**src/rtl/led_sequencer.sv**
```systemverilog
// led_sequencer: parametrised LED pattern engine (rotate left/right, bounce, binary count).
//   A prescaler produces a step every TICK_CYCLES >> speed clocks while running. While paused,
//   single-step pulses advance the pattern. The tick output pulses in the cycle a new pattern first shows.
// Ports: sys_clk/sys_rst_n (async active-low); mode[1:0], speed[1:0], run, step in;
//   led[N_LED-1:0] (polarity set by ACTIVE_LOW), tick out. Latency: pattern and tick are registered.
module led_sequencer #(
   parameter int N_LED       = 6,
   parameter int TICK_CYCLES = 13_500_000,
   parameter bit ACTIVE_LOW  = 1'b1
) (
   input  logic             sys_clk,
   input  logic             sys_rst_n,
   input  logic [1:0]       mode,
   input  logic [1:0]       speed,
   input  logic             run,
   input  logic             step,
   output logic [N_LED-1:0] led,
   output logic             tick
);

   localparam int CW = $clog2(TICK_CYCLES);

   typedef enum logic [1:0] {
      ROT_L  = 2'd0,
      ROT_R  = 2'd1,
      BOUNCE = 2'd2,
      COUNT  = 2'd3
   } mode_t;

   logic [CW-1:0]    cnt, cnt_nxt, period_m1;
   logic [N_LED-1:0] pat, pat_nxt, pat_adv, rot_l, rot_r;
   logic             dir, dir_nxt, dir_adv;   // dir=1: lit bit moving towards MSB
   logic [1:0]       mode_q, speed_q;
   logic             tick_nxt;
   logic             advance;
   logic             mode_chg;
   mode_t            cur_mode;

   assign cur_mode = mode_t'(mode_q);
   assign mode_chg = (mode != mode_q);

   // Period compare uses the registered speed; cnt is never cleared on a speed change,
   // so ">=" lets an over-range count fire on the next edge instead of wrapping.
   assign period_m1 = CW'((TICK_CYCLES >> speed_q) - 1);
   assign advance   = run ? (cnt >= period_m1) : step;

   // Rotations written as index maps so N_LED=1 degenerates to a hold.
   always_comb begin
      rot_l = '0;
      rot_r = '0;
      for (int i = 0; i < N_LED; i++) begin
         rot_l[i] = pat[(i + N_LED - 1) % N_LED];
         rot_r[i] = pat[(i + 1) % N_LED];
      end
   end

   // Next pattern for one step in the current mode.
   always_comb begin
      pat_adv = pat;
      dir_adv = dir;
      case (cur_mode)
         ROT_L:  pat_adv = rot_l;
         ROT_R:  pat_adv = rot_r;
         BOUNCE: begin
            if (N_LED > 1) begin
               // Direction flips and the bit moves inward in the same step,
               // so the end positions are never shown twice in a row.
               if (dir) begin
                  if (pat[N_LED-1]) begin
                     pat_adv = pat >> 1;
                     dir_adv = 1'b0;
                  end else begin
                     pat_adv = pat << 1;
                  end
               end else begin
                  if (pat[0]) begin
                     pat_adv = pat << 1;
                     dir_adv = 1'b1;
                  end else begin
                     pat_adv = pat >> 1;
                  end
               end
            end
         end
         COUNT:  pat_adv = pat + N_LED'(1);
         default: pat_adv = pat;
      endcase
   end

   // Mode change outranks a coinciding advance: reload, restart the period, no tick.
   always_comb begin
      pat_nxt  = pat;
      dir_nxt  = dir;
      cnt_nxt  = cnt;
      tick_nxt = 1'b0;
      if (mode_chg) begin
         pat_nxt = (mode == COUNT) ? '0 : N_LED'(1);
         dir_nxt = 1'b1;
         cnt_nxt = '0;
      end else begin
         if (!run)
            cnt_nxt = '0;
         else if (advance)
            cnt_nxt = '0;
         else
            cnt_nxt = cnt + CW'(1);
         if (advance) begin
            pat_nxt  = pat_adv;
            dir_nxt  = dir_adv;
            tick_nxt = 1'b1;
         end
      end
   end

   always_ff @(posedge sys_clk or negedge sys_rst_n) begin
      if (!sys_rst_n) begin
         cnt     <= '0;
         pat     <= N_LED'(1);
         dir     <= 1'b1;
         mode_q  <= 2'd0;
         speed_q <= 2'd0;
         tick    <= 1'b0;
      end else begin
         cnt     <= cnt_nxt;
         pat     <= pat_nxt;
         dir     <= dir_nxt;
         mode_q  <= mode;
         speed_q <= speed;
         tick    <= tick_nxt;
      end
   end

   assign led = ACTIVE_LOW ? ~pat : pat;

endmodule
```
**config.mk**
```make
export PLATFORM = sky130hd
export DESIGN_NAME = led_sequencer
export DESIGN_NICKNAME = d
export VERILOG_FILES = /design/src/rtl/led_sequencer.sv
export SDC_FILE = /design/constraint.sdc
export NUM_CORES = 1
export LEC_CHECK = 0
export ABC_AREA = 1
export CAP_MARGIN = 20
export CORE_UTILIZATION = 55
export CTS_CLUSTER_DIAMETER = 40
export DETAILED_ROUTE_END_ITERATION = 8
export PLACE_DENSITY = 0.85
export SLEW_MARGIN = 5
export SYNTH_ARGS = -nofsm -noshare
export SYNTH_HDL_FRONTEND = slang
export SYNTH_SLANG_ARGS = --single-unit
```
**constraint.sdc**
```tcl
create_clock -name sys_clk -period 2.6 [get_ports sys_clk]
set_input_delay 0.65 -clock sys_clk [delete_from_list [all_inputs] [get_ports sys_clk]]
set_output_delay 0.65 -clock sys_clk [all_outputs]
set_load 0.05 [all_outputs]
```
==> summary.log <==
INFO  timing         headroom_to_the_max_slew_limit=0.469
INFO  clock_tree     htreeDepth=2
INFO  clock_tree     cts_tree=yes
INFO  worst_setup_path worstSetupStartpointType=flip-flop
INFO  timing         timing.final.crit_share=0.930
INFO  yosys          synth.top_cells.by_area=dfrtp_1 (31%), nand2_1 (12%), ha_1 (12%)
INFO  power_and_ir_drop power=1.16mW
INFO  drt            drtPass1Iterations=4
INFO  yosys          synth_area_per_cell=7.27squm
INFO  status         run_status=finished, final reports clean
INFO  floorplan      placementRows=25
INFO  min_path       min-delay-path-class=primary input to async pin
INFO  power_and_ir_drop sw_frac_of_total=0.292
INFO  power_and_ir_drop leakagePower=1.44nW
INFO  timing         timing.setup.tns=0ns
INFO  floorplan      floorplan.core_area=4720squm
INFO  power_and_ir_drop clock_power_share=0.325
INFO  layout         finalCoreUtilization=0.641
INFO  grt            grt_antenna_before_repair=0
INFO  layout         growth_of_design_area_from_synthesis_to_finish=11.6%
INFO  power_and_ir_drop power_density=384nW/um^2
INFO  clock_tree     numCtsBuffers=5
INFO  layout         insertedDiodeCount=0
INFO  yosys          seq_area_frac_synth=0.333
INFO  job            max_cap_viol_count=0
INFO  timing         worst_clock_skew=0.0101ns
INFO  power_and_ir_drop p_seq_frac=0.510
INFO  grt            globalRouteTotalUtil=0.262
INFO  drt            vias_per_cell=5.43
INFO  worst_setup_path critical_path_arrival=2.59ns
INFO  grt            grt_first_pass_wirelength=10.7mm
INFO  layout         post_route_cells_drive_above_1_share=0.0990
INFO  floorplan      io-pin-count=15
INFO  yosys          yosysUniqueCellTypes=32
INFO  yosys          synth_largest_area_cell=dfrtp_1
INFO  clock_tree     path_clk_slew=0.07ns
INFO  timing         worst-slew-pin-transition=0.796ns
INFO  placed_design  total_placed_cells_including_tap_cells=452
INFO  drt            ant_nets=0
INFO  timing         slew_violations=0
INFO  clock_tree     clkLatencyLatePin=0.29ns
INFO  drt            wire_per_inst=13.3um
INFO  floorplan      die_area=5210squm
INFO  clock_tree     ctsLongestPathBuffers=2
INFO  layout         layout.filler_cells=419
INFO  worst_setup_path worstPathRequired=2.77ns
INFO  placed_design  gp_congestion=0.970
INFO  yosys          synth.net_count=407
INFO  clock_tree     number_of_sinks_handled_by_clock_tree_synthesis=36
INFO  timing         maxClockFrequency=414MHz
INFO  power_and_ir_drop net-switching-power=0.339mW
INFO  clock_tree     ctsRootBufferMaster=clkbuf_8
INFO  worst_setup_path setup.worst_path.class=flip-flop to flip-flop
INFO  placed_design  place_ws=0.198ns
INFO  floorplan      floorplan.die.height=72.2um
INFO  yosys          post-synth-top-area-fraction=0.314
INFO  worst_setup_path end_kind=flip-flop
INFO  power_and_ir_drop vdd_ir_drop_max=0.281mV
INFO  grt            grt-ovfl-total=0
INFO  power_and_ir_drop gate_power_share=0.166
INFO  timing         hold_viol=0
INFO  drt            drc=0
INFO  placed_design  detailedPlacementHpwl=4.69mm
INFO  drt            drt_first_iter_violations=203
INFO  layout         final_nets=428
INFO  yosys          yosys_register_bits=36
INFO  yosys          yosys_warnings=0
INFO  placed_design  portBuffers=14
INFO  layout         final_common_cell=nand2_1
INFO  yosys          post_synthesis_cell_area=2710squm
INFO  drt            detail_route.wirelength=6.11mm
INFO  grt            first_global_vias=2,445
INFO  drt            num_vias=2,503
INFO  clock_tree     post_cts_hold_buffer_count=0
INFO  floorplan      initial_util=0.574
INFO  power_and_ir_drop cellInternalPower=0.823mW
INFO  timing         post-route-min-period=2.42ns
INFO  yosys          synthesized_instance_count=373
INFO  layout         commonest_cells_after_routing_fill_and_taps_aside=nand2_1 (90), inv_1 (49), nor2_1 (38)
INFO  worst_setup_path timing.critical_path.fanout_max=12
INFO  grt            grt_max_degree=37
INFO  layout         final_cells=461
INFO  timing         timing.final.setup_violations=0
INFO  floorplan      die_width=72.2um
INFO  timing         fin_ws=0.182ns
## cell type report
class / count / area [sq um] / share of cell area
clock inverter: 1 / 5.00 / 0.00165
inverter: 50 / 188 / 0.0620
multi-input combinational: 280 / 1590 / 0.524
timing repair buffer: 21 / 188 / 0.0620
clock buffer: 6 / 72.6 / 0.0240
sequential: 36 / 903 / 0.298
tap: 67 / 83.8 / 0.0277
## worst paths after layout
kind,to,from,cells past startpoint,slack (ns)
setup / recovery,cnt[1],speed_q[0],14,0.18
hold / removal,cnt[10],sys_rst_n,1,0.44
setup reg to reg,cnt[1],speed_q[0],14,0.18
hold reg to reg,cnt[0],cnt[0],1,0.48
max in group asynchronous,speed_q[1],sys_rst_n,1,1.65
min in group sys_clk,cnt[0],cnt[0],1,0.48
## through the flow
| stage | cell area (sq um) | hold slack (ns) |
|---|---|---|
| 6_report | 3030 | 0.439 |
| 5_1_grt | 3030 | 0.517 |
| 4_1_cts | 3000 | 0.476 |
| 3_5_place_dp | 2920 | 0.475 |
| 3_3_place_gp | 2920 | 0.471 |
| 2_1_floorplan | 2710 | 0.354 |
## logic make-up after synthesis
kind of cell | Yosys count | synth area share
buffers and inverters | 57 | 0.0863
flip-flops | 36 | 0.333
other | 1 | 0.00138
AND/OR/NAND/NOR | 199 | 0.333
AO/OA/AOI/OAI | 39 | 0.0775
XOR/XNOR | 15 | 0.0485
adder cells (fa/ha/maj) | 26 | 0.120
## Yosys cell counts, drive strengths merged
| cell type | count |
|---|---|
| o22ai | 4 |
| nor2 | 51 |
| o21ai | 22 |
| conb | 1 |
| nand4 | 10 |
| or2 | 2 |
| dfrtp | 34 |
| xor2 | 10 |
| buf | 7 |
| and3 | 1 |
| nand3 | 34 |
| nand2 | 91 |
| xnor2 | 5 |
| nor3 | 7 |
| o211ai | 1 |
| o21bai | 1 |
| a31oi | 1 |
| a21oi | 10 |
| ha | 26 |
| inv | 50 |
| nor4 | 2 |
| and2 | 1 |
| dfstp | 2 |
## sequential cells by signal, summed over array words and instances (netlist names)
name / count
cnt: 24
cur_mode: 2
tick: 1
dir: 1
pat: 6
speed_q: 2
## per-layer routing
metal  vias to the layer above  global-route usage  share of wire
met5                         -                   0              0
met4                         0               0.118          0.029
met3                        19              0.0417          0.039
met2                        69               0.444           0.49
met1                      1166               0.329           0.44
li1                       1249                   -              -
## power by group through the flow
| stage | combinational (mW) | clock [mW] | sequential (mW) |
|---|---|---|---|
| after floorplan | 0.130 | 0 | 0.595 |
| after global placement | 0.181 | 0 | 0.602 |
| after detailed placement | 0.186 | 0 | 0.602 |
| after CTS | 0.187 | 0.381 | 0.592 |
| after global routing | 0.219 | 0.405 | 0.594 |
| final | 0.192 | 0.377 | 0.593 |
## critical path, cell delays in order (launching register included)
cell and delay (ns):
dfrtp_1 0.40, inv_1 0.09, ha_1 0.34, inv_1 0.09
ha_1 0.31, nand2_1 0.10, nor2_4 0.12, nand2_1 0.08
nor2_1 0.12, nand2_1 0.08, nand3_2 0.12, nand2_4 0.09
nand3_4 0.08, buf_4 0.21, nor2_1 0.06
## timing repair
action                     4_1_cts  5_1_grt
setup buffers                    0        2
gates resized for setup          0        3
setup endpoints to repair        0       23
No activity file was read; power rests on OpenSTA's default activity.
